**config.mk**
```make
export PLATFORM = sky130hd
export DESIGN_NAME = t03_pc_branch
export DESIGN_NICKNAME = d
export VERILOG_FILES = /design/src/rtl/t03_pc_branch.sv
export SDC_FILE = /design/constraint.sdc
export NUM_CORES = 1
export LEC_CHECK = 0
export ABC_CLOCK_PERIOD_IN_PS = 4000
export CORE_ASPECT_RATIO = 0.8
export CORE_MARGIN = 5
export CORE_UTILIZATION = 45
export CTS_CLUSTER_SIZE = 28
export DETAILED_ROUTE_END_ITERATION = 10
export MAX_ROUTING_LAYER = met4
export PLACE_DENSITY = 0.82
export SLEW_MARGIN = 5
export SYNTH_ARGS = -nofsm -noshare
export SYNTH_HDL_FRONTEND = slang
export SYNTH_SLANG_ARGS = --single-unit
```
**constraint.sdc**
```tcl
create_clock -name clk -period 4 [get_ports clk]
set_clock_uncertainty 0.1 [all_clocks]
set_input_delay 0.8 -clock clk [delete_from_list [all_inputs] [get_ports clk]]
set_output_delay 0.8 -clock clk [all_outputs]
set_load 0.01 [all_outputs]
```
**src/rtl/t03_pc_branch.sv**
```systemverilog
// Program counter and branch resolution stage for the team-03 core.
// Resolves conditional branches from ALU flags, computes JAL/JALR targets,
// holds the architectural PC and sequences instruction fetch with a
// request/acknowledge handshake.
// Build option: define T03_MISALIGN_TRAP_EN to trap on a misaligned next PC.
// The trap sets a sticky err and parks the stage in HALT until reset.
// Without the macro the low two bits of the next PC are forced to zero.
module t03_pc_branch #(
  parameter logic [31:0] RESET_PC = 32'h3300_0000
) (
  input  logic        clk,
  input  logic        nRst,
  input  logic [31:0] result,
  input  logic        Z,
  input  logic        N,
  input  logic        V,
  input  logic [31:0] rs1_u,
  input  logic [31:0] rs2_u,
  input  logic [31:0] imm_gen,
  input  logic        branch,
  input  logic        jump,
  input  logic        jalr,
  input  logic [2:0]  bop,
  input  logic        instr_ack,
  input  logic        hold,
  output logic [31:0] pc,
  output logic [31:0] pc_plus4,
  output logic        fetch_req,
  output logic        instr_valid,
  output logic        taken,
  output logic [31:0] instret,
  output logic        err
);

  typedef enum logic [2:0] {
    StIdle,
    StFetch,
    StExec,
    StStall
`ifdef T03_MISALIGN_TRAP_EN
    , StHalt
`endif
  } state_e;

  state_e      state_q, state_d;
  logic [31:0] pc_q;
  logic [31:0] instret_q;
  logic        cond;
  logic        redirect;
  logic [31:0] target_add;
  logic [31:0] next_pc_raw;
  logic [31:0] next_pc;
  logic        update;

  // JALR always clears bit 0, so that bit of the ALU result is never used.
  logic unused_result0;
  assign unused_result0 = result[0];

  assign pc_plus4   = pc_q + 32'd4;
  assign target_add = pc_q + imm_gen;
  assign pc         = pc_q;
  assign instret    = instret_q;

  // Branch condition decoded from funct3 and the rs1-rs2 flags.
  always_comb begin
    cond = 1'b0;
    case (bop)
      3'b000:  cond = Z;
      3'b001:  cond = ~Z;
      3'b100:  cond = N ^ V;
      3'b101:  cond = ~(N ^ V);
      3'b110:  cond = rs1_u < rs2_u;
      3'b111:  cond = ~(rs1_u < rs2_u);
      default: cond = 1'b0;
    endcase
  end

  // Next-PC selection: jalr beats jump, and either jump masks a branch.
  always_comb begin
    redirect    = 1'b1;
    next_pc_raw = pc_plus4;
    if (jalr) begin
      next_pc_raw = {result[31:1], 1'b0};
    end else if (jump) begin
      next_pc_raw = target_add;
    end else if (branch && cond) begin
      next_pc_raw = target_add;
    end else begin
      redirect = 1'b0;
    end
  end

`ifdef T03_MISALIGN_TRAP_EN
  logic misalign;
  logic err_q;
  assign next_pc  = next_pc_raw;
  assign misalign = next_pc_raw[1:0] != 2'b00;
  assign err      = err_q;
`else
  logic [1:0] unused_low_bits;
  assign unused_low_bits = next_pc_raw[1:0];
  assign next_pc         = {next_pc_raw[31:2], 2'b00};
  assign err             = 1'b0;
`endif

  // Next-state and handshake outputs; update marks an instruction retiring.
  always_comb begin
    state_d     = state_q;
    fetch_req   = 1'b0;
    instr_valid = 1'b0;
    taken       = 1'b0;
    update      = 1'b0;
    case (state_q)
      StIdle:  state_d = StFetch;
      StFetch: begin
        fetch_req = 1'b1;
        if (instr_ack) state_d = StExec;
      end
      StExec, StStall: begin
        instr_valid = 1'b1;
        taken       = redirect;
        if (hold) begin
          state_d = StStall;
`ifdef T03_MISALIGN_TRAP_EN
        end else if (misalign) begin
          state_d = StHalt;
`endif
        end else begin
          update  = 1'b1;
          state_d = StFetch;
        end
      end
`ifdef T03_MISALIGN_TRAP_EN
      StHalt:  state_d = StHalt;
`endif
      default: state_d = StIdle;
    endcase
  end

  // Architectural state: FSM, PC and retired-instruction counter.
  always_ff @(posedge clk or negedge nRst) begin
    if (!nRst) begin
      state_q   <= StIdle;
      pc_q      <= RESET_PC;
      instret_q <= 32'd0;
    end else begin
      state_q <= state_d;
      if (update) begin
        pc_q      <= next_pc;
        instret_q <= instret_q + 32'd1;
      end
    end
  end

`ifdef T03_MISALIGN_TRAP_EN
  // Sticky error, set on the cycle that enters HALT.
  always_ff @(posedge clk or negedge nRst) begin
    if (!nRst) begin
      err_q <= 1'b0;
    end else if ((state_q == StExec || state_q == StStall) && !hold && misalign) begin
      err_q <= 1'b1;
    end
  end
`endif

endmodule

```
* After elaboration in Yosys (flattened, before gate mapping)
Cells that the tools add are included.
** Storage, ports and cells
- Bits in registers :: 65
- Input bits :: 141
- Output and inout bits :: 100
- Word-level logic and storage cells :: 39
** Cells by class
- Add/sub/neg operators :: 3
- Magnitude comparators :: 1
- Eq/ne operators :: 9
- Multiplexer cells :: 15
- Bitwise logic cells :: 4
- Reduce and logical (&&, ||, !) cells :: 4
** Operator list (count)
- 32-bit two-way mux :: 3
- 32-bit by 1-bit adder with 32-bit output (second input constant) :: 1
- 32-bit by 3-bit adder with 32-bit output (second input constant) :: 1
- 32-bit adder :: 1
- 32-bit < comparator :: 1
- 3-bit == test (second input constant) :: 4
- 3-bit case mux with 3 select lines :: 1
- 1-bit two-way mux :: 8
- 3-bit by 1-bit == test with 1-bit output (second input constant) :: 2
- 3-bit by 2-bit == test with 1-bit output (second input constant) :: 2
- 3-bit logical NOT :: 2
- 1-bit case mux with 6 select lines :: 1
- 3-bit two-way mux :: 1
- 1-bit NOT :: 3
- 2-bit two-way mux :: 1
- 2-bit inequality test (second input constant) :: 1
- 2-bit OR reduction :: 1
- 1-bit logical AND :: 1
- 1-bit XOR :: 1

* Depth between registers and ports, before layout
Gate-level depths: netlist of run 1.
- Depth after elaboration :: 8
- Gate-level depth with buffers :: 12
- Mapped depth without buffers :: 11

* Worst setup path before layout of run 1
OpenSTA, ideal clock, no wires.
- Path type :: in2out
- From :: input port rs2_u[15]
- To :: output port taken
- Data arrival time :: 2.738 ns
- Required time :: 3.100 ns
- Slack :: 0.362 ns
- Stages :: 9
- Path buffers :: 0
- Cells stage by stage :: inv_1 ha_1 a2111oi_2 o221ai_1 and3_1 a41oi_2 a21oi_2 nor3_1 a21boi_0
** On the way
- Word-level cells in the longest chain between the ends :: 8
** RTL lines
- start: declaration :: line 18 : input logic [31:0] rs2_u,
- 32-bit < comparator (*) :: line 72, 73
- 1-bit NOT :: line 73 : 3'b111: cond = ~(rs1_u < rs2_u);
- 1-bit case mux with 6 select lines (*) :: line 67 : case (bop)
- 1-bit logical AND (*) :: line 86 : end else if (branch && cond) begin
- 1-bit two-way mux (*) :: line 86
- 1-bit two-way mux (*) :: line 84 : end else if (jump) begin
- 1-bit two-way mux (*) :: line 82 : if (jalr) begin
- 1-bit two-way mux (*) :: line 113 : case (state_q)
- end: declaration :: line 30 : output logic taken,
Every way passes the cells marked *; elsewhere a longest branch is shown, timed or not.

* Worst setup path after layout of run 1
- From :: input port rs2_u[31]
- To :: output port taken
Same word-level chain as after synthesis.

==> key figures, run 1 <==
Placement
  • Pre-CTS setup slack: -556 ps
  • Cell area after placement: 8770 um2
  • PortBufs: roughly 230
  • Total placed cells including tap cells: ~1200
  • DPL Wire Length: 16.4 mm
  • Routability cong.: 0.934

Finish
  • Ant diodes: 0
  • Layout cells sized above 1: under 10%
  • Area delta synth->final: 52.5%
  • Fin util: a little over two thirds
  • Final cell count without fillers: between 1000 and 1500
  • Final net count: roughly 1200
  • Design area: 9340 um2

Setup path
  • CP required: about 3100 ps
  • Nature of the critical path endpoint: output port
  • WP data arrival: 3020 ps
  • R2R setup slack: approximately 940 ps
  • RR Startpoint: pc[5]
  • CP max FO: 4
  • Startpoint types: input port
  • Worst setup path startpoint: rs2_u[31]
  • Crit path kind: input port to output port

Synthesis
  • Async SR Flop Fraction: 100%
  • Number of enable flip-flop cells after synthesis: 0
  • Sequential area share after synthesis: 26.2%
  • YS warnings: 0
  • Library cells used by synthesis: 59
  • Mean area per synthesized cell: between 8 and 9 um2
  • Most frequently used flop master after synthesis: dfrtp_1
  • Mapped Area: around 6100 um2
  • Seq cells post-synth: 64
  • Mapped Cells: 740

Floorplanning
  • Core Region: between 10000 and 15000 um2
  • Num rows: 38
  • Die ar.: approximately 16000 um2
  • Vert. Die Dim: approximately 110 um
  • Die X: about 140 um
  • Initial core utilization: 45.5%
  • Io pins: around 240

Routing
  • Pre-antenna DRT Iters: 5
  • Avg WL per Cell: around 18 um
  • Via count: between 6000 and 7000
  • Vias per inst: around 5.6
  • Remaining DRCs: 0
  • Drt total wl: 21.2 mm
  • Number of DRC markers in iteration 0: roughly 450
  • Post-route ant nets: 0

STA
  • Fmax: 255 MHz
  • Worst Max-Slew Pin Slew: 1030 ps
  • Final hold viol count: 0
  • Final period util: between 90% and 100%
  • Post-route minimum period: a little under 4000 ps
  • Relative slew slack: 31.5%
  • Final setup vio count: 0
  • Slew Limit Fails: 0
  • Worst Slack Setup Final: around 77 ps

Power
  • Max VDD drop: about 0.44 mV
  • Pwr per Cell Area: 561 nW/um2
  • LEAKAGE: 4.25 nW

Clocking
  • CTS clk-pin slew, worst paths: ~60 ps
  • Clk_lat worst skew: between 300 and 400 ps
  • Num CTS Buffers: 9
  • Longest Clk Path Bufs: 2
  • CTS root buffer: clkbuf_16
  • H-Tree Depth: 3
  • CTS tree: yes
  • CTS Sinks: 64

Global routing
  • Antenna violations before repair: 0
  • Vias in the first global route: around 6500
  • GRT Total Usage: between 20% and 30%
  • First-pass GRT wire length: 32.2 mm
  • Pin count of the biggest net entering global routing: 43
  • Congestion Overflow GR: 0

Hold path
  • HP Class: flip-flop to flip-flop
  • Hold_sp: instret[31]

Outcome
  • Status: finished clean

Job
  • MaxCap Viol Count: 0
[cells in the mapped netlist, types with 10 or more instances]
master	number	share of area [%]
o21ai_0	48	3.9
and3_1	43	4.4
mux2i_1	27	4.4
clkbuf_1	25	1.5
nor2b_1	12	1.2
xor2_1	23	3.3
xnor2_1	60	8.6
nand4_1	15	1.5
nor3_1	13	1.1
dfrtp_1	60	25
a21oi_1	62	5.1
inv_1	45	2.8
a21o_1	14	1.7
nand3_1	32	2.6
nand2_1	63	3.9
nor2_1	33	2.0
ha_1	62	13
and4_1	10	1.4
[layer usage]
| metal | vias up | global-route usage, % | wire, um |
|---|---|---|---|
| met3 | 40 | 5.05 | 1650 |
| met1 | 3116 | 32.4 | 9080 |
| met2 | 289 | 41.2 | 9900 |
| li1 | 3159 | - | - |
| met5 | - | - | 0 |
| met4 | 0 | 7.55 | 530 |
[power by group]
part | total (mW) | switching [mW] | internal (mW)
Sequential | 1.13 | 0.288 | 0.841
Combinational | 3.31 | 1.63 | 1.68
Clock | 0.802 | 0.314 | 0.488
[layout make-up]
cell class	count	area, um2
multi-input combinational	602	4420
sequential	64	1610
clock buffer	9	225
tap	180	225
timing repair buffer	267	2610
fill	1100	4120
inverter	45	169
clock inverter	7	78.8
[flip-flops by register name (all words and copies together) (netlist names)]
register  cells
instret      32
state_q       2
pc           30
[cells by family (layout without fill, tap and decap cells)]
logic type	after synthesis	in the layout	synth area share, %
other cells	1	5	0.0613
mux	27	27	4.41
fa+ha+maj	63	63	13.0
flops	64	64	26.2
xor+xnor	83	83	11.9
buf+inv	78	328	5.29
compound gates	184	184	18.8
simple gates	240	240	20.3
[metrics by stage]
step | power (mW) | setup TNS (ps) | hold slack, ps
2_1_floorplan | 2.95 | 0 | 404
3_3_place_gp | 4.31 | -481 | 362
3_5_place_dp | 4.36 | -574 | 375
4_1_cts | 5.19 | 0 | 387
5_1_grt | 5.61 | -9.67 | 406
6_report | 5.24 | 0 | 380
[repair_timing]
item	in CTS	in global routing
hold endpoints to repair	0	0
setup endpoints to repair	1	5
hold buffers	0	0
pin swaps	6	15
resized for setup	12	35
buffers inserted	2	2
[worst paths after layout]
path / end / cells past startpoint
min in group asynchronous: pc[19] / 1
max reg2reg: pc[31] / 10
min: instret[31] / 1
max: taken / 11
max in group asynchronous: pc[28] / 2
min reg2reg: instret[31] / 1
[layout by cell type, fill, tap and decap left out, types with 11 or more instances in the layout]
cell / Yosys / routed
nand2_1: 63 / 63
buf_4: 6 / 35
nor2b_1: 12 / 11
nor3_1: 13 / 12
clkdlybuf4s50_1: 0 / 220
nor2_1: 33 / 32
xor2_1: 23 / 23
ha_1: 62 / 53
inv_1: 45 / 39
dfrtp_1: 60 / 58
o21ai_0: 48 / 48
nand4_1: 15 / 15
nand3_1: 32 / 32
a21oi_1: 62 / 61
and3_1: 43 / 41
mux2i_1: 27 / 27
xnor2_1: 60 / 60
a21o_1: 14 / 14
[worst max-delay path, stage by stage]
cell	delay, ps
clkdlybuf4s50_1	490
inv_1	60
ha_1	340
nand4_4	150
nor4_4	320
buf_4	160
a41oi_4	120
and3_4	220
nor3_4	140
a21boi_1	80
buf_2	160
Power figures use the tool's default switching activity.
==> run 2: changes to the inputs <==
- CORE_MARGIN: 5 -> unset
==> run 2 against run 1 <==
  * Power rose by 2.0%
  * Worst hold slack got worse by 4.2 ps
  * Global-route usage rose by 2.9 points
  * Utilization rose by 1.7 points
  * Clock power rose by 18%
  * Cell count fell by 0.94%
  * Register-to-register slack improved by 80 ps
  * Critical path depth did not move
  * Setup slack got worse by 70 ps
  * Combinational power fell by 1%
  * Critical endpoint unchanged
  * Largest power group unchanged
==> key figures, run 2 (synthesized netlist as in run 1, its figures left out) <==
Outcome
  • Status: finished clean

Placement
  • Pre-CTS setup slack: -492 ps
  • Routability cong.: approximately 0.94
  • Cell area after placement: between 8000 and 9000 um2
  • DPL Wire Length: ~15 mm
  • PortBufs: ~230

STA
  • Worst Slack Setup Final: slightly below 7 ps
  • Slew Limit Fails: 0
  • Worst Max-Slew Pin Slew: roughly 1100 ps
  • Final setup vio count: 0
  • Post-route minimum period: approximately 4000 ps
  • Fmax: between 200 and 300 MHz
  • RSZ-0062 raised after global routing: yes
  • Relative slew slack: 26.8%
  • Min Hold Slack: ~380 ps
  • Final hold viol count: 0
  • Final period util: between 90 and 100%

Global routing
  • First-pass GRT wire length: a little over 30 mm
  • Pin count of the biggest net entering global routing: 47
  • Congestion Overflow GR: 0
  • Vias in the first global route: around 6200
  • GRT Total Usage: between 20% and 30%
  • Antenna violations before repair: 0

Clocking
  • H-Tree Depth: 3
  • CTS Sinks: 64
  • Longest Clk Path Bufs: 2
  • CTS root buffer: clkbuf_16
  • Clk_lat worst skew: around 340 ps
  • Num CTS Buffers: 9
  • CTS tree: yes
  • CTS clk-pin slew, worst paths: roughly 60 ps

Setup path
  • Nature of the critical path endpoint: output port
  • Startpoint types: input port
  • CP required: between 3000 and 4000 ps
  • CP delay by family, top: buffers and inverters
  • Crit-path slowest cell: clkdlybuf4s50_1
  • Crit path kind: input port to output port
  • WP buf/inv: 4
  • CP max FO: 3
  • WP data arrival: just over 3000 ps
  • Slowest stage delay, CP: between 400 and 500 ps
  • CP dominant cell by count: a2111oi_2
  • Critical-path cell list: clkdlybuf4s50_1 -> inv_1 -> ha_4 -> nand4_1 -> a2111oi_2 -> a2111oi_2 -> buf_4 -> and3_4 -> nor3_4 -> a21boi_0 -> buf_2

Finish
  • # fillers: a little over 1000
  • Storage cell area: ~1600 um2
  • Fin util: 71.1%
  • Final net count: around 1200
  • Most common cell after layout, fill and taps aside: clkdlybuf4s50_1
  • Area delta synth->final: 51.6%
  • Footprint of the multi-input gates: between 4000 and 5000 um2
  • Most frequent cells in the layout: 229 x clkdlybuf4s50_1, 63 x nand2_1, 62 x a21oi_1
  • Max reg flops: 32
  • Ant diodes: 0
  • Layout cells sized above 1: around 7.5%
  • Design area: roughly 9300 um2

Floorplanning
  • Initial core utilization: a little under half
  • Die ar.: 14100 um2
  • Num rows: 37
  • Core Region: approximately 13000 um2
  • Io pins: 241
  • Die X: 132 um
  • Vert. Die Dim: between 100 and 150 um

Power
  • Max VDD drop: about 0.36 mV
  • Part of the power in registers: between 20% and 30%
  • Pwr Total: 5.34 mW
  • Combinational Power Share: between 60% and 70%
  • Sw Share: between 40% and 50%
  • Clock group share of total power: between 10% and 20%
  • LEAKAGE: 4.18 nW
  • Internal power: 3.12 mW
  • Pwr per Cell Area: between 500 and 600 nW/um2
  • P_sw: about 2.2 mW

Routing
  • Avg WL per Cell: 17.3 um
  • Remaining DRCs: 0
  • Drt total wl: about 20 mm
  • Pre-antenna DRT Iters: 5
  • Number of DRC markers in iteration 0: ~440
  • Vias per inst: around 5.6
  • Post-route ant nets: 0
  • Via count: roughly 6500

Hold path
  • HP Class: flip-flop to flip-flop

Job
  • MaxCap Viol Count: 0
run 2: timing repair:
action,CTS,global route
pin swaps,2,9
gates resized for setup,9,16
setup buffers,0,1
hold buffers,0,0
endpoints found under the setup margin,1,6
run 2: cell type report:
cell class              instances  area share, %
clock buffers                   9           2.43
well taps                     175           2.36
flip-flops and latches         64           17.3
multi-input cells             602           47.4
inverters                      45           1.82
repair buffers                261           27.4
clock inverters                 7           1.35
run 2: worst reg2reg max path, cell delays in order, from the launching register on:
cell      delay (ps)
dfrtp_1          390
buf_4            170
ha_1             300
a211oi_1         220
o21ai_0          200
o211a_1          290
nor2_1           260
o31a_1           340
o21a_1           210
mux2i_1           90
o311ai_0         300
run 2: path summary, 6_finish.rpt:
kind / start / end / slack [ps] / cells after the start
max reg2reg: pc[3] / pc[31] / 1020 / 10
min in group asynchronous: nRst / pc[16] / 570 / 1
min reg2reg: instret[31] / instret[31] / 380 / 1
max in group asynchronous: nRst / instret[5] / 2400 / 2
max: rs2_u[27] / taken / 7 / 11
min: instret[31] / instret[31] / 380 / 1
run 2: power groups by stage:
stage / clock network [mW] / registers (mW) / logic [mW]
2_1_floorplan: 0 / 1.16 / 1.78
3_3_place_gp: 0 / 1.13 / 3.15
3_5_place_dp: 0 / 1.13 / 3.19
4_1_cts: 0.958 / 1.12 / 3.22
5_1_grt: 0.989 / 1.16 / 3.56
6_report: 0.944 / 1.13 / 3.27
run 2: per-layer routing:
layer	routed length (um)	part of all wire, %	global-route usage (%)
met5	0	0	-
met4	579	2.9	9.69
met3	1460	7.3	6.29
met2	9390	47	45.9
met1	8680	43	34.9
run 2: through the flow:
step	setup TNS (ps)	std cells
2_1_floorplan	0	744
3_3_place_gp	-463	1146
3_5_place_dp	-591	1146
4_1_cts	0	1162
5_1_grt	-139	1163
6_report	0	1163
